## src/rtl/enc_pkg.sv

```systemverilog
// Shared definitions for the event-to-code request queue: default width and
// presentation-state encodings.
package enc_pkg;

  localparam int N_DEF  = 8;
  localparam int CW_DEF = $clog2(N_DEF);

  typedef enum logic {
    EMPTY   = 1'b0,
    PRESENT = 1'b1
  } q_state_t;

endpackage

```

## src/rtl/prio_enc_comb.sv

```systemverilog
// Combinational highest-set-bit encoder; code is 0 when no bit is set.
module prio_enc_comb #(
  parameter int N  = 8,
  parameter int CW = $clog2(N)
) (
  input  logic [N-1:0]  vec,
  output logic [CW-1:0] code,
  output logic          any
);

  // Scan upward so the highest set index is the last one written.
  always_comb begin
    code = {CW{1'b0}};
    for (int i = 0; i < N; i++) begin
      code = vec[i] ? CW'(i) : code;
    end
    any = |vec;
  end

endmodule

```

## src/rtl/enc823_req_queue.sv

```systemverilog
// Captures event lines into a pending bitmap and presents them one at a time,
// highest index first, as binary codes over a valid/ready handshake.
module enc823_req_queue
  import enc_pkg::*;
#(
  parameter  int N  = N_DEF,
  localparam int CW = $clog2(N)
) (
  input  logic          clk,
  input  logic          reset,
  input  logic          enable,
  input  logic [N-1:0]  req,
  output logic [CW-1:0] out,
  output logic          out_valid,
  input  logic          out_ready,
  output logic          overflow,
  output logic [N-1:0]  pending
);

  logic [N-1:0]  pending_r;
  logic [CW-1:0] out_r;
  q_state_t      state_r;
  logic          overflow_r;

  logic          accept_s;
  logic [N-1:0]  clr_s;
  logic [N-1:0]  eff_s;
  logic [N-1:0]  cap_s;
  logic          hit_s;
  logic [CW-1:0] code_s;
  logic          any_s;

  // Transfer clear mask, surviving entries, and this cycle's captured events.
  always_comb begin
    accept_s = (state_r == PRESENT) & out_ready;
    if (accept_s) begin
      clr_s = {{(N-1){1'b0}}, 1'b1} << out_r;
    end else begin
      clr_s = {N{1'b0}};
    end
    eff_s = pending_r & ~clr_s;
    if (enable) begin
      cap_s = req;
    end else begin
      cap_s = {N{1'b0}};
    end
    hit_s = |(cap_s & eff_s);
  end

  prio_enc_comb #(.N(N), .CW(CW)) u_prio (
    .vec  (eff_s),
    .code (code_s),
    .any  (any_s)
  );

  // Pending bitmap, sticky overflow and the presented code.
  // Priority is taken from eff_s, so a new arrival never pre-empts a stalled code.
  always_ff @(posedge clk) begin
    if (reset) begin
      pending_r  <= {N{1'b0}};
      out_r      <= {CW{1'b0}};
      state_r    <= EMPTY;
      overflow_r <= 1'b0;
    end else begin
      pending_r <= eff_s | cap_s;
      if (hit_s) begin
        overflow_r <= 1'b1;
      end
      case (state_r)
        EMPTY: begin
          out_r   <= code_s;
          state_r <= any_s ? PRESENT : EMPTY;
        end
        PRESENT: begin
          if (out_ready) begin
            out_r   <= code_s;
            state_r <= any_s ? PRESENT : EMPTY;
          end
        end
        default: begin
          out_r   <= {CW{1'b0}};
          state_r <= EMPTY;
        end
      endcase
    end
  end

  assign out       = out_r;
  assign out_valid = (state_r == PRESENT);
  assign overflow  = overflow_r;
  assign pending   = pending_r;

endmodule

```

## config.mk

```make
export PLATFORM = sky130hd
export DESIGN_NAME = enc823_req_queue
export DESIGN_NICKNAME = d
export VERILOG_FILES = /design/src/rtl/enc_pkg.sv /design/src/rtl/prio_enc_comb.sv /design/src/rtl/enc823_req_queue.sv
export SDC_FILE = /design/constraint.sdc
export NUM_CORES = 1
export LEC_CHECK = 0
export ABC_AREA = 1
export ABC_CLOCK_PERIOD_IN_PS = 2490
export BUFFER_PORTS_ARGS = -buffer_cell sky130_fd_sc_hd__buf_2
export CAP_MARGIN = 20
export CELL_PAD_IN_SITES_DETAIL_PLACEMENT = 2
export CELL_PAD_IN_SITES_GLOBAL_PLACEMENT = 2
export CORE_UTILIZATION = 25
export DETAILED_ROUTE_END_ITERATION = 8
export GPL_ROUTABILITY_DRIVEN = 0
export PLACE_DENSITY_LB_ADDON = 0.1
export SYNTH_ARGS = -nofsm -noshare
export SYNTH_HDL_FRONTEND = slang
export SYNTH_HIERARCHICAL = 1
export SYNTH_SLANG_ARGS = --single-unit
export TNS_END_PERCENT = 100
```

## constraint.sdc

```tcl
create_clock -name clk -period 2.49 [get_ports clk]
set_clock_uncertainty 0.05 [all_clocks]
set_input_delay 0.498 -clock clk [delete_from_list [all_inputs] [get_ports clk]]
set_output_delay 0.498 -clock clk [all_outputs]
set_load 0.05 [all_outputs]
```

After elaboration in Yosys (flattened, before gate mapping). Cells that the tools add are included.

Register bits after elaboration: 13. Input port bits: 12. Output and inout port bits: 13. Word-level logic and storage cells: 28.

Eq/ne operators: 1. Shifts and indexed selects: 1. Multiplexer cells: 14. Bitwise operators: 6. Reduce and logical (&&, ||, !) cells: 2.

Operators by type and width (number): 2-to-1 mux 3 bit (7); bitwise AND 8 bit (2); 2-to-1 mux 8 bit (2); OR reduction 8 bit (2); NOT 8 bit (1); OR 8 bit (1); left shift 1 x 3 -> 8 bit (first input constant) (1); one-hot mux 3 bit (2 select lines) (1); 2-to-1 mux 1 bit (3); != test 2 bit (second input constant) (1); one-hot mux 1 bit (2 select lines) (1); bitwise AND 1 bit (1); NOT 1 bit (1).

Logic depth before layout (Yosys ltp).
Word-level depth: 13. Gate-level depth with buffers: 15. Mapped depth without buffers: 15.

Modules after synthesis. Netlist, hierarchy kept.

By module, submodules not included: enc823_req_queue (times used 1, cells an instance 100, area an instance 654.4 sq um, sequential area each 260.2 sq um); prio_enc_comb (times used 1, cells an instance 20, area an instance 77.6 sq um, sequential area each 0.0 sq um).

Worst setup path before layout. Ideal clock, no wire load.

Kind: reg2reg. From: register state_r (netlist: out_valid). To: register out_r[0] (netlist: out[0]). Setup time: 126 ps. Arrival: 1599 ps. Required time: 2314 ps. Path slack: 715 ps. Stages on the path, launching flop included: 14. Path buffers: 0. Clock period less this slack: 1775 ps. Cell sequence: dfxtp_1 > nand2_2 > nor2_4 > nand2_1 > nand2_1 > inv_1 > inv_1 > nand2_1 > nand2_1 > nand2_1 > nand2_1 > nand2_1 > o21ai_0 > a21oi_1.

Elaborated cells between the ends (all ways): 15. Those cells by class: eq/ne: 1; mux: 10; bitwise: 4.

RTL lines: from (decl) (RTL line enc823_req_queue.sv:22) `q_state_t state_r;`; from (signal assigned) (RTL line enc823_req_queue.sv:72) `state_r <= any_s ? PRESENT : EMPTY;`; from (signal assigned) (RTL line enc823_req_queue.sv:77) `state_r <= any_s ? PRESENT : EMPTY;`; bitwise AND 1 bit * (RTL line enc823_req_queue.sv:35) `accept_s = (state_r == PRESENT) & out_ready;`; 2-to-1 mux 8 bit * (RTL line enc823_req_queue.sv:36) `if (accept_s) begin`; NOT 8 bit * (RTL line enc823_req_queue.sv:41) `eff_s = pending_r & ~clr_s;`; bitwise AND 8 bit * (RTL line enc823_req_queue.sv:41); net eff_s[3] (RTL line enc823_req_queue.sv:27) `logic [N-1:0] eff_s;`; 2-to-1 mux 3 bit * (5 in series) (RTL line prio_enc_comb.sv:15) `code = vec[i] ? CW'(i) : code;`; net code_s[0] (RTL line enc823_req_queue.sv:30) `logic [CW-1:0] code_s;`; 2-to-1 mux 3 bit (RTL line enc823_req_queue.sv:75) `if (out_ready) begin`; one-hot mux 3 bit (2 select lines) * (RTL line enc823_req_queue.sv:69) `case (state_r)`; to (signal assigned) (RTL line enc823_req_queue.sv:71) `out_r <= code_s;`; to (signal assigned) (RTL line enc823_req_queue.sv:76) `out_r <= code_s;`; to (signal assigned) (RTL line enc823_req_queue.sv:81) `out_r <= {CW{1'b0}};`; to (decl) (RTL line enc823_req_queue.sv:21) `logic [CW-1:0] out_r;`.

Mark *: on every way through the listed nets, which the timed path passes. The rest lies on a longest branch. The select of a mux whose other input is x is not followed. A chain may end at the register's enable or synchronous reset.

Final worst setup path. Same ends and word-level chain as after synthesis.

==> results.md <==
- Status: complete, no violations
- Crit end category: flip-flop
- P_sw: 234 uW
- Leak pwr: 0.548 nW
- Required time worst endpoint: 2610 ps
- Pin count of the biggest net entering global routing: 11
- Top post-synthesis cells by area: dfxtp_1 (36%), nand2_1 (19%), inv_1 (13%)
- Die footprint: 3150 sq um
- Most common library cells after synthesis: nand2_1 (38), inv_1 (26), dfxtp_1 (13), nor2_1 (11), a21oi_1 (10)
- Reg power frac: 42.7%
- Total gr overflow: 0
- CTS resizes: 0
- RSZ-0062 raised after global routing: no
- Slew @ Worst Pin: 377 ps
- Cell variety after synth: 17
- # fillers: 355
- Worst-path fanout max: 4
- Design internal power: 337 uW
- Area of the multi-input gates: 358 sq um
- Largest buffer count on any clock path: 2
- Pre-Repair DR Iteration Count: 2
- Worst relative slew slack: 74.7%
- Crit path cell chain: nand2_2, nor2_4, nand2_1, nand2_1, inv_1, inv_1, nand2_1, nand2_1, nand2_1, nand2_1, nand2_1, o21ai_0, a21oi_1
- Switching Share: 40.9%
- Area of the core: 2760 sq um
- Final Max Tran Viols: 0
- Die Y: 56.1 um
- Starting Density: 26.5%
- Worst path arrival time: 1740 ps
- Final WL: 2390 um
- Clock latency on the worst-skew pair: 290 ps
- Yosys top cell by area: dfxtp_1
- Top cell by count, worst path: nand2_1
- PortBufs: 24
- Sequential cell area: 260 sq um
- Postcts setup bufs: 0
- Comb pwr share: 32.4%
- Yosys top cell area share: 35.6%
- Crit share post-route: 65.0%
- Final-report hold violation count: 0
- TritonCTS clock tree: done
- CP startpoint kind: flip-flop
- Tmin final: 1620 ps
- Die width: 56.1 um
- Worst-path clk slew: 100 ps
- VDD IR max: 0.288 mV
- Most frequent cell after synthesis: nand2_1
- First DRT Iteration DRCs: 15
- Synth Register Bits: 13
- Routed vias/inst: 4.62
- First-pass GRT wire length: 4070 um
- Synthesized area per cell: 6.10 sq um
- # rows: 19
- Cell area after synthesis: 732 sq um
- Root Driver: clkbuf_4
- Min-Delay Path Class: input port to flip-flop
- PwrDens: 631 nW/um^2
- Fmax: 0.617 GHz
- Slowest Stage Delay on Critical Path: 400 ps
- Ys flop type: dfxtp_1
- Crit Path Class: flip-flop to flip-flop
- Final setup viols: 0
- I/O pin cnt: 25
- CTS Hold Bufs: 0
- Htree depth: 1
- Area Overhead vs Synth: 23.6%
- Critical path's slowest cell: dfxtp_1
- Number of global-route vias before repair: 850
- Via count: 818
- Initial antenna violation count: 0
- Worst R2R Setup Slack: 870 ps
- Max-cap viol count: 0
- Post-DRT Antenna Nets: 0
- Antenna diode count: 0
- Post-Syn Nets: 132
- CTS buffer count: 3
- Layout cell share with drive strength beyond 1: 22.6%
- Asr flop ratio synth: 0%
- Synth warnings: 6
- Total power: 571 uW
- Post-synth EDFFs: 0
- GRT Total Usage: 17.3%
- Clk network pwr share: 24.8%
- Clock Sinks: 13
- Setup TNS: 0 ps
- Detailed Place HPWL: 2020 um
- Sequential area share after synthesis: 35.6%
- Routed len/inst: 13.5 um
- DRC viols: 0
- Synthesized instance count: 120
- Nets@finish: 159
-- power by group through the flow --
stage	combinational [mW]	clock, mW	sequential (mW)
2_1_floorplan	0.0735	0	0.312
3_3_place_gp	0.184	0	0.249
3_5_place_dp	0.187	0	0.250
4_1_cts	0.189	0.147	0.245
5_1_grt	0.206	0.162	0.248
6_report	0.185	0.142	0.244
-- worst paths after layout --
kind / from / to / cells past startpoint
max: out_valid$_SDFF_PP0_ / out[0]$_SDFFE_PP0P_ / 13
min: req[7] / pending[7]$_SDFF_PP0_ / 3
max reg2reg: out_valid$_SDFF_PP0_ / out[0]$_SDFFE_PP0P_ / 13
min reg2reg: pending[1]$_SDFF_PP0_ / pending[1]$_SDFF_PP0_ / 2
-- per-stage QoR --
stage	util (%)	worst slack, ps	cells	hold slack (ps)	cell area, sq um
finish	32.8	870	177	432	905
global route	32.8	609	177	435	905
CTS	32.8	823	177	428	905
detailed placement	31.9	644	173	458	878
global placement	31.9	676	173	447	878
floorplan	-	715	120	587	732
-- cell usage in the layout (no fill, tap or decap), types with 2 or more instances in the layout --
| cell | count |
|---|---|
| a21oi_1 | 10 |
| buf_2 | 24 |
| clkbuf_4 | 3 |
| dfxtp_1 | 13 |
| inv_1 | 26 |
| nand2_1 | 38 |
| nand3_1 | 6 |
| nand3_2 | 2 |
| nor2_1 | 11 |
| nor2_4 | 2 |
| nor3_1 | 2 |
| o21ai_0 | 3 |
-- area by class of cell --
cell class,instances,area share (%)
sequential,13,28.8
inverter,27,11.2
tap,31,4.29
multi-input combinational,78,39.6
clock buffer,4,2.90
timing repair buffer,24,13.3
-- layer usage --
metal  track usage (%)  part of all wire [%]  up-vias
li1                  -                     -      414
met5                 0                     0        -
met3              2.79                   1.9        2
met4              7.32                  0.84        0
met2              29.8                    52        9
met1              21.2                    45      393
-- flip-flops by register name, indices dropped and copies added (netlist names) --
name and cells:
out_valid 1, out 3, pending 8, overflow 1
-- logic make-up after synthesis --
family          count (synthesis)  share of synthesized area (%)
flops                          13                           35.6
simple gates                   63                           38.3
compound gates                 15                           10.6
buf+inv                        29                           15.6
-- worst max-delay path: cells and delay by family (launching register included) --
| family | cells | cell delay [ps] |
|---|---|---|
| compound gates | 2 | 210 |
| buf+inv | 2 | 140 |
| simple gates | 9 | 700 |
| flops | 1 | 400 |
No activity file was read; power rests on OpenSTA's default activity.
